$ cat src/rtl/life_board_scanner.sv
// life_board_scanner: takes a snapshot of the 8x8 Life board once per frame and
// scans it onto an LED matrix one row at a time. Every FRAMES_PER_GEN frames it
// emits step_tick, which paces the game generations.
//
// state | meaning
// ------+---------------------------------------------------------------
// LOAD  | one cycle: capture board_in into the snapshot, restart at row 0
// SCAN  | DWELL cycles: drive row_idx and its snapshot columns
// GAP   | GAP cycles: blank the matrix, then go to the next row or to LOAD
module life_board_scanner #(
    parameter int DWELL          = 1000,
    parameter int GAP            = 4,
    parameter int FRAMES_PER_GEN = 30
) (
    input  logic        clk,
    input  logic        reset,
    input  logic [63:0] board_in,
    input  logic        blank,
    output logic [7:0]  row_sel,
    output logic [7:0]  col_data,
    output logic        frame_start,
    output logic        step_tick
);

    localparam int DW = (DWELL > 1) ? $clog2(DWELL) : 1;
    localparam int GW = (GAP > 1) ? $clog2(GAP) : 1;
    localparam int FW = (FRAMES_PER_GEN > 1) ? $clog2(FRAMES_PER_GEN) : 1;

    localparam logic [DW-1:0] DWELL_LAST = DW'(DWELL - 1);
    localparam logic [GW-1:0] GAP_LAST   = GW'((GAP > 0) ? GAP - 1 : 0);
    localparam logic [FW-1:0] FRAME_LAST = FW'(FRAMES_PER_GEN - 1);

    typedef enum logic [1:0] {
        ST_LOAD = 2'd0,
        ST_SCAN = 2'd1,
        ST_GAP  = 2'd2
    } state_t;

    state_t         state;
    logic [2:0]     row_idx;
    logic [DW-1:0]  dwell_cnt;
    logic [GW-1:0]  gap_cnt;
    logic [FW-1:0]  frame_cnt;
    logic [63:0]    snapshot;
    logic           row_done;
    logic           lit;

    // A row finishes at the end of its gap, or at the end of its dwell when there is no gap.
    assign row_done = ((state == ST_SCAN) && (dwell_cnt == DWELL_LAST) && (GAP == 0)) ||
                      ((state == ST_GAP) && (gap_cnt == GAP_LAST));

    // Sequencer: LOAD -> SCAN -> GAP -> SCAN ... row 7 -> LOAD, and frame/generation pacing.
    always_ff @(posedge clk or posedge reset) begin
        if (reset) begin
            state     <= ST_LOAD;
            row_idx   <= 3'd0;
            dwell_cnt <= '0;
            gap_cnt   <= '0;
            frame_cnt <= '0;
            snapshot  <= 64'd0;
            step_tick <= 1'b0;
        end else begin
            step_tick <= 1'b0;
            case (state)
                ST_LOAD: begin
                    snapshot  <= board_in;
                    row_idx   <= 3'd0;
                    dwell_cnt <= '0;
                    gap_cnt   <= '0;
                    state     <= ST_SCAN;
                end
                ST_SCAN: begin
                    if (dwell_cnt == DWELL_LAST) begin
                        dwell_cnt <= '0;
                        if (GAP != 0) begin
                            state <= ST_GAP;
                        end
                    end else begin
                        dwell_cnt <= dwell_cnt + 1'b1;
                    end
                end
                ST_GAP: begin
                    if (gap_cnt == GAP_LAST) begin
                        gap_cnt <= '0;
                    end else begin
                        gap_cnt <= gap_cnt + 1'b1;
                    end
                end
                default: state <= ST_LOAD;
            endcase

            // Row advance overrides the per-state next-state choice above.
            if (row_done) begin
                if (row_idx == 3'd7) begin
                    state <= ST_LOAD;
                    if (frame_cnt == FRAME_LAST) begin
                        frame_cnt <= '0;
                        step_tick <= 1'b1;
                    end else begin
                        frame_cnt <= frame_cnt + 1'b1;
                    end
                end else begin
                    row_idx <= row_idx + 3'd1;
                    state   <= ST_SCAN;
                end
            end
        end
    end

    // Matrix drive comes only from registered state and snapshot; blank is the one live gate.
    assign lit         = (state == ST_SCAN) && !blank;
    assign row_sel     = lit ? (8'b1 << row_idx) : 8'h00;
    assign col_data    = lit ? snapshot[{row_idx, 3'b000} +: 8] : 8'h00;
    assign frame_start = (state == ST_SCAN) && (row_idx == 3'd0) && (dwell_cnt == '0);

endmodule
$ cat config.mk
export PLATFORM = sky130hd
export DESIGN_NAME = life_board_scanner
export DESIGN_NICKNAME = d
export VERILOG_FILES = /design/src/rtl/life_board_scanner.sv
export SDC_FILE = /design/constraint.sdc
export NUM_CORES = 1
export LEC_CHECK = 0
export BUFFER_PORTS_ARGS = -buffer_cell sky130_fd_sc_hd__buf_4
export CORE_ASPECT_RATIO = 0.8
export CORE_MARGIN = 2
export CORE_UTILIZATION = 45
export DETAILED_ROUTE_END_ITERATION = 6
export PLACE_DENSITY = 0.67
export SYNTH_ARGS = -nofsm -noshare
export SYNTH_HDL_FRONTEND = slang
export SYNTH_SLANG_ARGS = --single-unit
$ cat constraint.sdc
create_clock -name clk -period 4.4 [get_ports clk]
set_input_delay 0.66 -clock clk [delete_from_list [all_inputs] [get_ports clk]]
set_output_delay 0.66 -clock clk [all_outputs]
set_load 0.01 [all_outputs]
# --- Word-level counts from Yosys, hierarchy flattened ---
# Index checks and enable logic that the tools add are counted.
totals:
  register_bits: 87
  in_bits: 67
  out_inout_bits: 18
  wordCells: 50
op_classes:
  add_sub_neg: 4
  n_eq_ne: 8
  n_shift: 2
  muxes: 17
  n_reduce_logical: 12
ops:
  columns: ["op", "n"]
  rows:
  - ["64-bit by 7-bit variable part select with 8-bit output", 1]
  - ["10-bit one-hot mux with 2 select lines", 1]
  - ["8-bit two-way mux", 2]
  - ["10-bit by 1-bit adder with 10-bit output, second input constant", 1]
  - ["10-bit == test, second input constant", 1]
  - ["10-bit zero test", 1]
  - ["10-bit two-way mux", 1]
  - ["3-bit two-way mux", 3]
  - ["1-bit by 3-bit left shift with 8-bit output, first input constant", 1]
  - ["2-bit two-way mux", 3]
  - ["2-bit one-hot mux with 3 select lines", 1]
  - ["5-bit by 1-bit adder with 5-bit output, second input constant", 1]
  - ["5-bit == test, second input constant", 1]
  - ["5-bit two-way mux", 1]
  - ["2-bit == test, second input constant", 2]
  - ["1-bit logical AND", 4]
  - ["1-bit two-way mux", 4]
  - ["2-bit one-hot mux with 2 select lines", 1]
  - ["2-bit AND reduction", 2]
  - ["2-bit nonzero test", 2]
  - ["3-bit by 1-bit adder with 3-bit output, second input constant", 1]
  - ["3-bit == test, second input constant", 1]
  - ["3-bit zero test", 1]
  - ["3-bit by 2-bit inequality test with 1-bit output, second input constant", 1]
  - ["other kinds (5)", 5]

# --- Depth between registers and ports, before layout ---
depth:
  word_depth: 4
  depth_mapped: 7

# --- Worst setup path before layout ---
# Ideal clock, no wire load.
synth_path:
  path_kind: "register -> output"
  start: "register dwell_cnt[0]"
  end: "output frame_start"
  t_arrival_ns: 1.422
  required_time_ns: 3.740
  path_slack_ns: 2.318
  stages_incl_launch_ff: 5
  path_cell_list: "dfrtp_1 > inv_1 > ha_1 > or4b_1 > nor4_1"
synth_via:
  elab_chain_len: 2
synth_lines:
  columns: ["item", "line_no", "rtl"]
  rows:
  - ["from (decl)", "41", "logic [DW-1:0] dwell_cnt;"]
  - ["from (signal assigned)", "79", "dwell_cnt <= dwell_cnt + 1'b1;"]
  - ["10-bit zero test", "114", "assign frame_start = (state == ST_SCAN) && (row_idx == 3'd0) && (dwell_cnt == '0);"]
  - ["1-bit logical AND", "114", null]
  - ["to (decl)", "21", "output logic frame_start,"]
# Every way passes these cells.

# --- Worst setup path after layout ---
layout_path:
  start: "register row_idx[0]"
  end: "output col_data[5]"
layout_via:
  elab_chain_len: 2
layout_lines:
  columns: ["item", "line_no", "rtl"]
  rows:
  - ["from (decl)", "40", "logic [2:0] row_idx;"]
  - ["from (signal assigned)", "103", "row_idx <= row_idx + 3'd1;"]
  - ["64-bit by 7-bit variable part select with 8-bit output", "113", "assign col_data = lit ? snapshot[{row_idx, 3'b000} +: 8] : 8'h00;"]
  - ["8-bit two-way mux", "113", null]
  - ["to (decl)", "20", "output logic [7:0] col_data,"]
# Every way passes these cells.

==> flow_summary.yaml <==
floorplanning:
  core_mm2: 0.009115
  dieArea_mm2: 0.01024
  start_util_pct: 46.63
  ios: 85
  fp-row-count: 31
  die_x_um: 112.7
  die_y_um: 90.93
sta:
  slew_headroom_pct: 34.07
  fin_skew_ps: 5.262
  drv_slew: 0
  rsz0062_at_grt: "no"
  min_period_ps: 3083
  setup_viol: 0
  timing.hold.ws_ps: 486.0
  fmax_mhz: 324.3
  finalHoldViolCount: 0
  tightest_slew_ps: 987.9
  final.period_utilization_pct: 70.08
  finalSetupTns_ps: 0
worst_setup_path:
  end_kind: "output port"
  crit_top_cell: "buf_4"
  cp.arrival_ps: 2420
  r2r_slack_ps: 2010
  crit_chain: "buf_4, mux4_2, nand2_1, a21oi_1, buf_4"
  cp.buffers_inverters: 2
  cp.depth: 5
  slowest_delay_ps: 940
  slowest_stage: "dfrtp_1"
  cp_top_family: "flip-flops"
  rr_worst_depth: 3
  crit_start: "row_idx[0]"
  r2r_end: "snapshot[36]"
  path_class: "flop to output port"
  worstPathMaxFanout: 18
  rr_startpoint: "state[1]"
  cp-start-kind: "flop"
  worstPathRequired_ps: 3740
  setup.worst_path.end: "col_data[5]"
power_and_ir_drop:
  p_int_mw: 1.315
  switching_share_pct: 21.26
  total_power_mw: 1.669
  power_frac_seq_pct: 50.7
  p_leak_nw: 2.310
  pwr-share-clk_pct: 42.2
  p_per_area_mw_per_mm2: 318.7
  power_frac_comb_pct: 7.1
  ir_drop_mv: 0.2197
  switchingPower_mw: 0.3549
clocking:
  cts_tree: "done"
  cts_sinks: 87
  clock_latency_ps: 330
  cts_setup_buffers: 0
  clkTransAtPathRegs_ps: 60
  htreeDepth: 3
  clockBufferDepth: 2
  cts_hold_buf: 0
  ctsRootBufferMaster: "clkbuf_16"
  numCtsBuffers: 9
  ctsResizeCount: 0
synth:
  yosys-top-cells-area: "dfrtp_1 (51%), mux2_2 (16%), mux4_2 (8.5%)"
  ys_warn_count: 0
  syn_avg_cell_area_um2: 12.76
  synth_area_mm2: 0.004250
  synth_area_leader_cell: "dfrtp_1"
  synthCells: 333
  syn_nets: 411
  ys_seq_elements: 87
  synth_seq_area_share_pct: 51.22
  synth.top_cell.area_share_pct: 51.22
  synth.distinct_cells: 40
route:
  vias: 2921
  initialDrtViolationCount: 148
  drc: 0
  postRouteAntennaNets: 0
  avgViaCountPerCell: 5.480
  totalWireLength_um: 9235
  wl_per_cell_um: 17.33
  drt_pre_antenna_iters: 4
grt:
  grt_max_degree: 57
  antenna_found_initial: 0
  grt_pass1_vias: 2990
  grt_pass1_wl_um: 15490
  grt-ovfl-total: 0
  grt_usage_pct: 19.38
min_path:
  worstHoldPathType: "flop to flop"
  hold_depth: 1
placed_design:
  hpwl_um: 6680
  gp_congestion: 0.8028
  numPortBuffers: 84
  place_inst: 517
layout:
  final-instance-count-excl-fill: 533
  drive_above_1_share_pct: 44.50
  fillers: 763
  areaGrowthSynthToFinish_pct: 23.26
  multi_input_area_mm2: 0.001946
  nNetsFinal: 491
  ff_latch_area_mm2: 0.002177
  n_antenna_cell: 0
run_status:
  status: "finished clean"
job:
  cap_viol_max_count: 0
registers in the layout, summed over array words and instances (netlist names):
register and cells:
dwell_cnt 10, row_idx 3, frame_cnt 5, snapshot 64
gap_cnt 2, step_tick 1, state 2
power by group through the flow:
stage | Combinational [mW] | Sequential [mW] | Clock (mW)
after floorplan | 0.0559 | 0.854 | 0
after global placement | 0.119 | 0.860 | 0
after detailed placement | 0.121 | 0.861 | 0
after CTS | 0.121 | 0.847 | 0.717
after global routing | 0.130 | 0.850 | 0.757
final | 0.119 | 0.847 | 0.704
layout make-up:
type | count | area share (%)
repair buffers | 87 | 12.47
clock inverters | 4 | 0.3821
flip-flops and latches | 87 | 41.56
inverters | 11 | 0.8120
clock buffers | 12 | 4.896
multi-input cells | 217 | 37.14
well taps | 115 | 2.747
synthesized netlist by cell type:
library cell and n:
dfrtp_1 87, mux2_2 59, nand2_1 32, mux4_2 16
o21ai_0 13, a21oi_1 12, buf_2 11, ha_1 11
inv_1 11, nor2_1 8, and3_1 7, mux2_1 6
nand3_1 6, nand4_1 5, a21o_1 4, a22o_1 4
clkbuf_1 4, nand2b_1 4, and4_1 3, nor3_1 3
a21o_2 2, a22o_2 2, and2_1 2, nor2b_1 2
nor4_1 2, o31ai_1 2, or3_1 2, a31o_2 1
a31oi_4 1, buf_1 1, buf_4 1, clkbuf_2 1
nand4b_1 1, nor2_4 1, o2bb2ai_1 1, o41a_1 1
or2_1 1, or2_2 1, or4b_1 1, xnor2_1 1
worst reg2reg max path, stage by stage (launching register included):
cell and delay (ps):
dfrtp_1 620, nor2_4 700, buf_4 550, mux2_2 410
placed cells by master, fill, tap and decap left out, types with 5 or more instances in the layout:
| master | n |
|---|---|
| a21oi_1 | 12 |
| and3_1 | 7 |
| buf_4 | 87 |
| clkbuf_16 | 9 |
| clkinv_2 | 5 |
| dfrtp_1 | 87 |
| ha_1 | 11 |
| inv_1 | 10 |
| mux2_1 | 6 |
| mux2_2 | 59 |
| mux4_2 | 16 |
| nand2_1 | 32 |
| nand3_1 | 6 |
| nand4_1 | 5 |
| nor2_1 | 8 |
| o21ai_0 | 13 |
stage by stage:
stage / utilization, % / setup WS, ps / instance area (um^2)
finish: 57.47 / 1317 / 5239
global route: 57.47 / 1119 / 5239
CTS: 57.47 / 1232 / 5239
detailed placement: 54.44 / 1604 / 4962
global placement: 54.44 / 1621 / 4962
floorplan: - / 1490 / 4250
routing by layer:
layer | share of wire (%) | vias to the layer above | track usage, %
met4 | 0.91 | 0 | 5.386
met3 | 5.1 | 7 | 5.503
met1 | 45 | 1470 | 27.24
met2 | 49 | 75 | 29.54
met5 | 0 | - | 0
li1 | - | 1369 | -
cells by family (layout without fill, tap and decap cells):
group,after synthesis,count (layout),synth area share (%)
flip-flops,87,87,51.22
buffers and inverters,29,114,3.002
multiplexers,81,81,25.70
XOR/XNOR,1,1,0.2061
AND/OR/NAND/NOR,81,81,9.744
adder cells (fa/ha/maj),11,11,3.238
AO/OA/AOI/OAI,43,43,6.888
worst min-delay path by stage:
| stage | endpoint | startpoint |
|---|---|---|
| after floorplan | snapshot[52] | snapshot[52] |
| after global placement | snapshot[63] | snapshot[63] |
| after CTS | snapshot[11] | snapshot[11] |
| final | snapshot[11] | snapshot[11] |
| after detailed placement | snapshot[10] | snapshot[10] |
| after global routing | snapshot[10] | snapshot[10] |
Power figures use the tool's default switching activity.
